==> src/rtl/vector_dot_master.sv <==
// vector_dot_master: Avalon-MM initiator that streams operand pairs into a vector_dot slave and returns its result
// Ports: clk/reset_n (async active-low); in_valid/in_ready/in_a/in_b/in_last operand stream;
//        m_address/m_writedata/m_write/m_read/m_readdata/m_waitrequest slave bus;
//        res_valid/res_data/res_ready result stream; pair_cnt pairs issued this vector; busy when not idle.
module vector_dot_master #(
  parameter int RD_LATENCY = 1,
  parameter int CNT_W = 16
) (
  input  logic clk,
  input  logic reset_n,
  input  logic in_valid,
  output logic in_ready,
  input  logic [31:0] in_a,
  input  logic [31:0] in_b,
  input  logic in_last,
  output logic [1:0] m_address,
  output logic [31:0] m_writedata,
  output logic m_write,
  output logic m_read,
  input  logic [31:0] m_readdata,
  input  logic m_waitrequest,
  output logic res_valid,
  output logic [31:0] res_data,
  input  logic res_ready,
  output logic [CNT_W-1:0] pair_cnt,
  output logic busy
);
  typedef enum logic [2:0] {IDLE, WR_A, WR_B, DRAIN, RD, RD_WAIT, DONE} state_t;
  state_t state, state_n;
  logic [31:0] a, a_n, b, b_n, res_n;
  logic last, last_n;
  logic [2:0] lat, lat_n;
  logic [CNT_W-1:0] cnt_n;
  always_comb begin
    state_n = state;
    a_n = a;
    b_n = b;
    last_n = last;
    lat_n = lat;
    res_n = res_data;
    cnt_n = pair_cnt;
    case (state)
      IDLE: if (in_valid && in_ready) begin
        a_n = in_a;
        b_n = in_b;
        last_n = in_last;
        state_n = WR_A;
      end
      WR_A: if (!m_waitrequest) state_n = WR_B;
      WR_B: if (!m_waitrequest) begin
        cnt_n = &pair_cnt ? pair_cnt : pair_cnt + 1'b1;
        state_n = last ? DRAIN : IDLE;
      end
      DRAIN: if (!m_waitrequest) state_n = RD;
      RD: if (!m_waitrequest) begin
        if (RD_LATENCY == 0) begin
          res_n = m_readdata;
          state_n = DONE;
        end else begin
          lat_n = 3'(RD_LATENCY);
          state_n = RD_WAIT;
        end
      end
      RD_WAIT: begin
        lat_n = lat - 3'd1;
        if (lat == 3'd1) begin
          res_n = m_readdata;
          state_n = DONE;
        end
      end
      DONE: if (res_ready) begin
        cnt_n = '0;
        state_n = IDLE;
      end
      default: state_n = IDLE;
    endcase
  end
  // Outputs are registered from the next state so each bus strobe and its
  // address/data appear together and hold steady across waitrequest stalls.
  always_ff @(posedge clk or negedge reset_n)
    if (!reset_n) begin
      state <= IDLE;
      a <= '0;
      b <= '0;
      last <= 1'b0;
      lat <= '0;
      res_data <= '0;
      pair_cnt <= '0;
      in_ready <= 1'b0;
      busy <= 1'b0;
      res_valid <= 1'b0;
      m_write <= 1'b0;
      m_read <= 1'b0;
      m_address <= '0;
      m_writedata <= '0;
    end else begin
      state <= state_n;
      a <= a_n;
      b <= b_n;
      last <= last_n;
      lat <= lat_n;
      res_data <= res_n;
      pair_cnt <= cnt_n;
      in_ready <= state_n == IDLE;
      busy <= state_n != IDLE;
      res_valid <= state_n == DONE;
      m_write <= state_n inside {WR_A, WR_B, DRAIN};
      m_read <= state_n == RD;
      m_address <= {1'b0, state_n == WR_B};
      m_writedata <= state_n == WR_A ? a_n : state_n == WR_B ? b_n : '0;
    end
endmodule

==> config.mk <==
export PLATFORM = sky130hd
export DESIGN_NAME = vector_dot_master
export DESIGN_NICKNAME = d
export VERILOG_FILES = /design/src/rtl/vector_dot_master.sv
export SDC_FILE = /design/constraint.sdc
export NUM_CORES = 1
export LEC_CHECK = 0
export ABC_AREA = 1
export CORE_UTILIZATION = 48
export CTS_CLUSTER_DIAMETER = 30
export DETAILED_ROUTE_END_ITERATION = 8
export PLACE_DENSITY = 0.89
export SETUP_SLACK_MARGIN = 0.15
export SLEW_MARGIN = 20
export SYNTH_ARGS = -nofsm -noshare
export SYNTH_HDL_FRONTEND = slang
export SYNTH_SLANG_ARGS = --single-unit
==> constraint.sdc <==
create_clock -name clk -period 2.16 [get_ports clk]
set_input_delay 0.648 -clock clk [delete_from_list [all_inputs] [get_ports clk]]
set_output_delay 0.648 -clock clk [all_outputs]
set_load 0.02 [all_outputs]
# Yosys cells after proc, flatten, opt, wreduce, memory -nomap -nowiden
# Index checks and enable logic that the tools add are counted.
# classes
eq_ne	16
bitwise	0
reduce_logical	12
order_cmp	0
div	0
n_shift	0
mul	0
add_sub_neg	2
mux	21
# ops
cell	count
$mux W32	6
$mux W16	3
$pmux W16 S2	1
$mux W3	8
$pmux W3 S7	1
$add A16 B1 Y16 const B	1
$reduce_and A16 Y1	1
$eq A3 B3 Y1 const B	5
$eq A3 B2 Y1 const B	4
$eq A3 B1 Y1 const B	3
$ne A2 B2 Y1 const B	4
$logic_not A3 Y1	2
$pmux W3 S2	1
$reduce_and A2 Y1	3
$reduce_bool A3 Y1	2
$reduce_and A4 Y1	1
$reduce_bool A2 Y1	2
$sub A3 B1 Y3 const B	1
$mux W2	1
$logic_and A1 B1 Y1	1
# totals
ram_bits	0
n_memories	0
word_cells	65
out_inout_bits	87
regBits	157
rom_bits	0
latch_bits	0
inputBits	102

# Longest topological paths before layout
# logic_depth
ltp_word	6
depth_mapped	10
mapped_depth_nobuf	9

# Worst setup path before layout
# OpenSTA, ideal clock, no wires.
# synth_path
path_kind	register to register
startpoint	register pair_cnt[0]
endpoint	register pair_cnt[12]
required_ns	2.084
n_path_buf	2
setup_ns	0.076
stages_incl_launch_ff	10
arrival_ns	1.722
slack_ns	0.362
path_cell_list	dfrtp_1 ha_1 nand3_1 nor3_1 nand3_1 nand2_1 buf_2 buf_4 nand2_1 o21ai_1
# synth_between
elab_chain_len	4
elab_cells_between_ends	7
cone_classes	1 x add/sub; 1 x eq/ne; 3 x mux; 2 x reduce/logical
# synth_lines
element	line	rtl
start: declaration	25	output logic [CNT_W-1:0] pair_cnt,
start signal: assignment	103	pair_cnt <= cnt_n;
$add A16 B1 Y16	51	cnt_n = &pair_cnt ? pair_cnt : pair_cnt + 1'b1;
$mux W16	51	
$mux W16	50	WR_B: if (!m_waitrequest) begin
$pmux W16 S2	42	case (state)
# Parallel ways exist; a longest one is shown, timed or not. The select of a mux whose other input is x is not followed.
# A chain may end at the register's enable or synchronous reset.

# Final worst setup path
# layout_path
startpoint	register pair_cnt[11]
endpoint	output pair_cnt[11]
# No word-level cell between the ends.

==> impl_table.tex <==
\begin{tabular}{lr}
\hline
Metric & Value \\
\hline
\multicolumn{2}{l}{\textbf{Run status}} \\
\quad Result of the run & finished, final reports clean \\
\multicolumn{2}{l}{\textbf{Die}} \\
\quad Die W & 118.7 microns \\
\quad CORE AREA & 0.01324 sq mm \\
\quad Die footprint & 0.01408 sq mm \\
\quad Die boundary height & 118.7 microns \\
\quad I/O pins & 189 \\
\quad Number of placement rows & 42 \\
\quad Starting density of the core & 49.33\% \\
\multicolumn{2}{l}{\textbf{Route}} \\
\quad 1st-pass router iterations & 5 \\
\quad Detail-routed net length per standard cell & 14.49 microns \\
\quad Routed WL & 15.63 mm \\
\quad Vias per cell & 4.987 \\
\quad Routed via count & 5381 \\
\quad Number of DRC violations after detailed routing & 0 \\
\quad Number of design-rule violations left by the first detailed-router iteration & 311 \\
\quad Antenna violation net count after detailed routing & 0 \\
\multicolumn{2}{l}{\textbf{Power and ir drop}} \\
\quad Int Power & 0.007340 W \\
\quad Power density normalized to cell area & 1264 mW/mm\^{}2 \\
\quad Clk network pwr share & 23.6\% \\
\quad PnR Total Power & 0.01158 W \\
\quad Switching fraction of total power & 36.60\% \\
\quad Maximum resistive drop on vdd & 0.6071 mV \\
\quad Sequential Power Share & 38.2\% \\
\quad Leakage & 4.884 nW \\
\quad Psw & 0.004237 W \\
\quad Combinational cell fraction of total power & 38.2\% \\
\multicolumn{2}{l}{\textbf{Yosys}} \\
\quad Post-synth top area share & 60.14\% \\
\quad Top area cells in the synthesized netlist & sky130\_fd\_sc\_hd\_\_dfrtp\_1 (60\%), sky130\_fd\_sc\_hd\_\_nand2\_1 (18\%), sky130\_fd\_sc\_hd\_\_mux2\_2 (5.5\%) \\
\quad Total of flip-flops plus latches after synthesis & 157 \\
\quad Yosys warns & 0 \\
\quad Post-Syn Instances & 700 \\
\quad Dominant cell by count in the synthesized netlist & sky130\_fd\_sc\_hd\_\_nand2\_1 \\
\quad Sequential share of the synthesized area & 60.14\% \\
\quad Syn Nets & 805 \\
\quad Mean instance size in the synthesized netlist & 9.332 sq um \\
\quad Most instantiated flip-flop cell in the synthesis netlist & sky130\_fd\_sc\_hd\_\_dfrtp\_1 \\
\quad Commonest cells in the synthesized netlist & sky130\_fd\_sc\_hd\_\_nand2\_1 (316), sky130\_fd\_sc\_hd\_\_dfrtp\_1 (157), sky130\_fd\_sc\_hd\_\_nand4\_1 (38) \\
\quad Post-synth EDFFs & 0 \\
\quad Count of unique library cells instantiated by Yosys & 31 \\
\quad Mapped Area & 0.006533 sq mm \\
\quad Cell type contributing the most total cell area after synthesis & sky130\_fd\_sc\_hd\_\_dfrtp\_1 \\
\quad Async SR Flop Fraction & 100.0\% \\
\multicolumn{2}{l}{\textbf{Clocking}} \\
\quad CTS clk-pin slew, worst paths & 0.06 ns \\
\quad Clock Sink Count & 157 \\
\quad Cell at the root of the clock tree & sky130\_fd\_sc\_hd\_\_clkbuf\_16 \\
\quad TritonCTS clock tree & yes \\
\quad H-tree depth reported by CTS & 4 \\
\quad TritonCTS buffer count & 17 \\
\quad Number of buffers inserted for hold repair after clock tree synthesis & 0 \\
\quad Max Buffers Root-to-Sink & 2 \\
\quad Insertion delay of the later-clocked pin in the worst-skew pair & 0.42 ns \\
\multicolumn{2}{l}{\textbf{Final layout}} \\
\quad Signed area change from the synthesized netlist to the final layout & 40.16\% \\
\quad FF+latch area & 0.003929 sq mm \\
\quad Layout cell share with drive strength beyond 1 & 10.53\% \\
\quad Filler instances & 1029 \\
\quad Multi-input gate area & 0.002355 sq mm \\
\quad \# nets final & 996 \\
\quad Final design utilization & 69.14\% \\
\quad Final standard cell area without fillers & 0.009156 sq mm \\
\multicolumn{2}{l}{\textbf{STA}} \\
\quad Post-layout minimum cycle time & 1.890 ns \\
\quad Number of pins with negative max-slew slack in the final report & 0 \\
\quad Setup Skew & 0.009203 ns \\
\quad Setup repair after global routing missed its margin & no \\
\quad Final Hold Fails & 0 \\
\quad Setup WS post-layout & 0.2698 ns \\
\quad Share of the clock period used by the worst path & 87.51\% \\
\quad Maximum clock frequency & 529.1 MHz \\
\quad Setup violators final & 0 \\
\multicolumn{2}{l}{\textbf{GRT}} \\
\quad Antenna violations before repair & 1 \\
\quad Maximum number of pins on one net before global-route repair & 60 \\
\quad Global-route wire length before repair & 25.83 mm \\
\quad Vias in the first global route & 5291 \\
\quad Overflow left after global routing & 0 \\
\quad Tot GR Track Use & 23.61\% \\
\multicolumn{2}{l}{\textbf{Setup path}} \\
\quad Stage delay of the slowest cell on the critical path & 0.46 ns \\
\quad CP max FO & 7 \\
\quad Slowest stage cell on the critical path & sky130\_fd\_sc\_hd\_\_dfrtp\_1 \\
\quad Required time of the critical path & 1.51 ns \\
\quad Startpoint type of the worst setup path & register \\
\quad Ordered list of cells on the worst path & dlygate4sd2\_1 \\
\quad Crit path capture type & output pin \\
\quad Arrival time at the worst endpoint & 1.24 ns \\
\quad Cell type group with the largest total delay on the critical path & flip-flops \\
\quad Worst setup path category & reg -> out \\
\quad Buf+Inv Stages, Crit Path & 1 \\
\multicolumn{2}{l}{\textbf{Placed design}} \\
\quad Total cell area at the placement stage & 0.008692 sq mm \\
\quad Number of buffer cells added on primary ports & 187 \\
\quad Setup slack at placement & -0.07081 ns \\
\quad Final Wtd Congestion & 0.8658 \\
\quad DP HPWL & 10.89 mm \\
\multicolumn{2}{l}{\textbf{Job}} \\
\quad Number of max-cap violations & 0 \\
\multicolumn{2}{l}{\textbf{Min path}} \\
\quad Hold Crit Class & in -> async \\
\hline
\end{tabular}
==> cell usage in the layout (no fill, tap or decap), drive strengths merged, types with 2 or more instances in the layout <==
cell,count
dlygate4sd2,80
or2,3
o21bai,4
o22ai,2
xor2,5
nand4,38
o21ai,17
buf,22
clkbuf,22
ha,3
dfrtp,157
nand3,25
clkdlybuf4s50,100
dlymetal6s2s,6
mux2,32
nand2,316
inv,20
nor2,30
clkinv,6
nor3,5
==> through the flow <==
stage | setup TNS (ns) | hold slack (ns) | cells
finish | 0 | 0.05212 | 1079
global route | 0 | 0.03953 | 1079
CTS | 0 | 0.03861 | 1078
detailed placement | -1.216 | 0.4619 | 1048
global placement | -0.1641 | 0.4598 | 1048
floorplan | 0 | 0.3524 | 700
==> sequential cells by signal (all words and copies together), names as in the netlist <==
register and flops:
in_ready 1, state 3, m_address 1, m_writedata 32, lat 3, b 32
last 1, pair_cnt 16, m_read 1, res_valid 1, busy 1, m_write 1
res_data 32, a 32
==> power groups by stage <==
stage	Sequential, W	Clock (W)	Combinational, W
3_3_place_gp	0.00444	0	0.00459
3_5_place_dp	0.00448	0	0.00473
2_1_floorplan	0.00492	0	0.00232
4_1_cts	0.00443	0.00280	0.00447
5_1_grt	0.00454	0.00295	0.00487
6_report	0.00442	0.00274	0.00442
==> layer usage <==
| layer | GRT usage [%] | wire [microns] | share of wire (%) |
|---|---|---|---|
| met1 | 30.17 | 6608 | 42 |
| met2 | 38.45 | 7559 | 48 |
| met3 | 6.178 | 1120 | 7.2 |
| met4 | 9.098 | 345 | 2.2 |
| met5 | 0 | 0 | 0 |
==> final timing paths <==
| kind | slack, ns | start | cells after the start | endpoint |
|---|---|---|---|---|
| min in group clk | 0.48 | a[4]$_DFF_PN0_ | 2 | a[4]$_DFF_PN0_ |
| hold reg to reg | 0.48 | a[4]$_DFF_PN0_ | 2 | a[4]$_DFF_PN0_ |
| setup reg to reg | 0.38 | pair_cnt[0]$_DFFE_PN0P_ | 7 | pair_cnt[11]$_DFFE_PN0P_ |
| hold / removal | 0.05 | reset_n | 1 | pair_cnt[3]$_DFFE_PN0P_ |
| max in group asynchronous | 1.51 | reset_n | 2 | res_data[25]$_DFFE_PN0P_ |
| setup / recovery | 0.27 | pair_cnt[11]$_DFFE_PN0P_ | 1 | pair_cnt[11] |
==> final cells by class <==
type,instances,area share [%]
Multi-Input combinational cell,487,25.72
Clock inverter,8,0.7379
Inverter,20,0.8199
Tap cell,176,2.405
Timing Repair Buffer,208,22.21
Sequential cell,157,42.91
Antenna cell,1,0.02733
Clock buffer,22,5.179
==> timing repair <==
action	4_1_cts	5_1_grt
setup endpoints to repair	80	13
gates resized for setup	80	7
pin swaps	0	0
buffers inserted	0	0
==> cells by family (layout without fill, tap and decap cells) <==
family | Yosys count | after routing | synth area share (%)
XOR/XNOR | 6 | 6 | 0.8044
buffers and inverters | 56 | 258 | 3.965
other | 1 | 2 | 0.05741
AND/OR/NAND/NOR | 419 | 419 | 26.68
flip-flops | 157 | 157 | 60.14
multiplexers | 32 | 32 | 5.516
adder cells (fa/ha/maj) | 3 | 3 | 0.5747
AO/OA/AOI/OAI | 26 | 26 | 2.260
(Power assumes the default switching activity.)
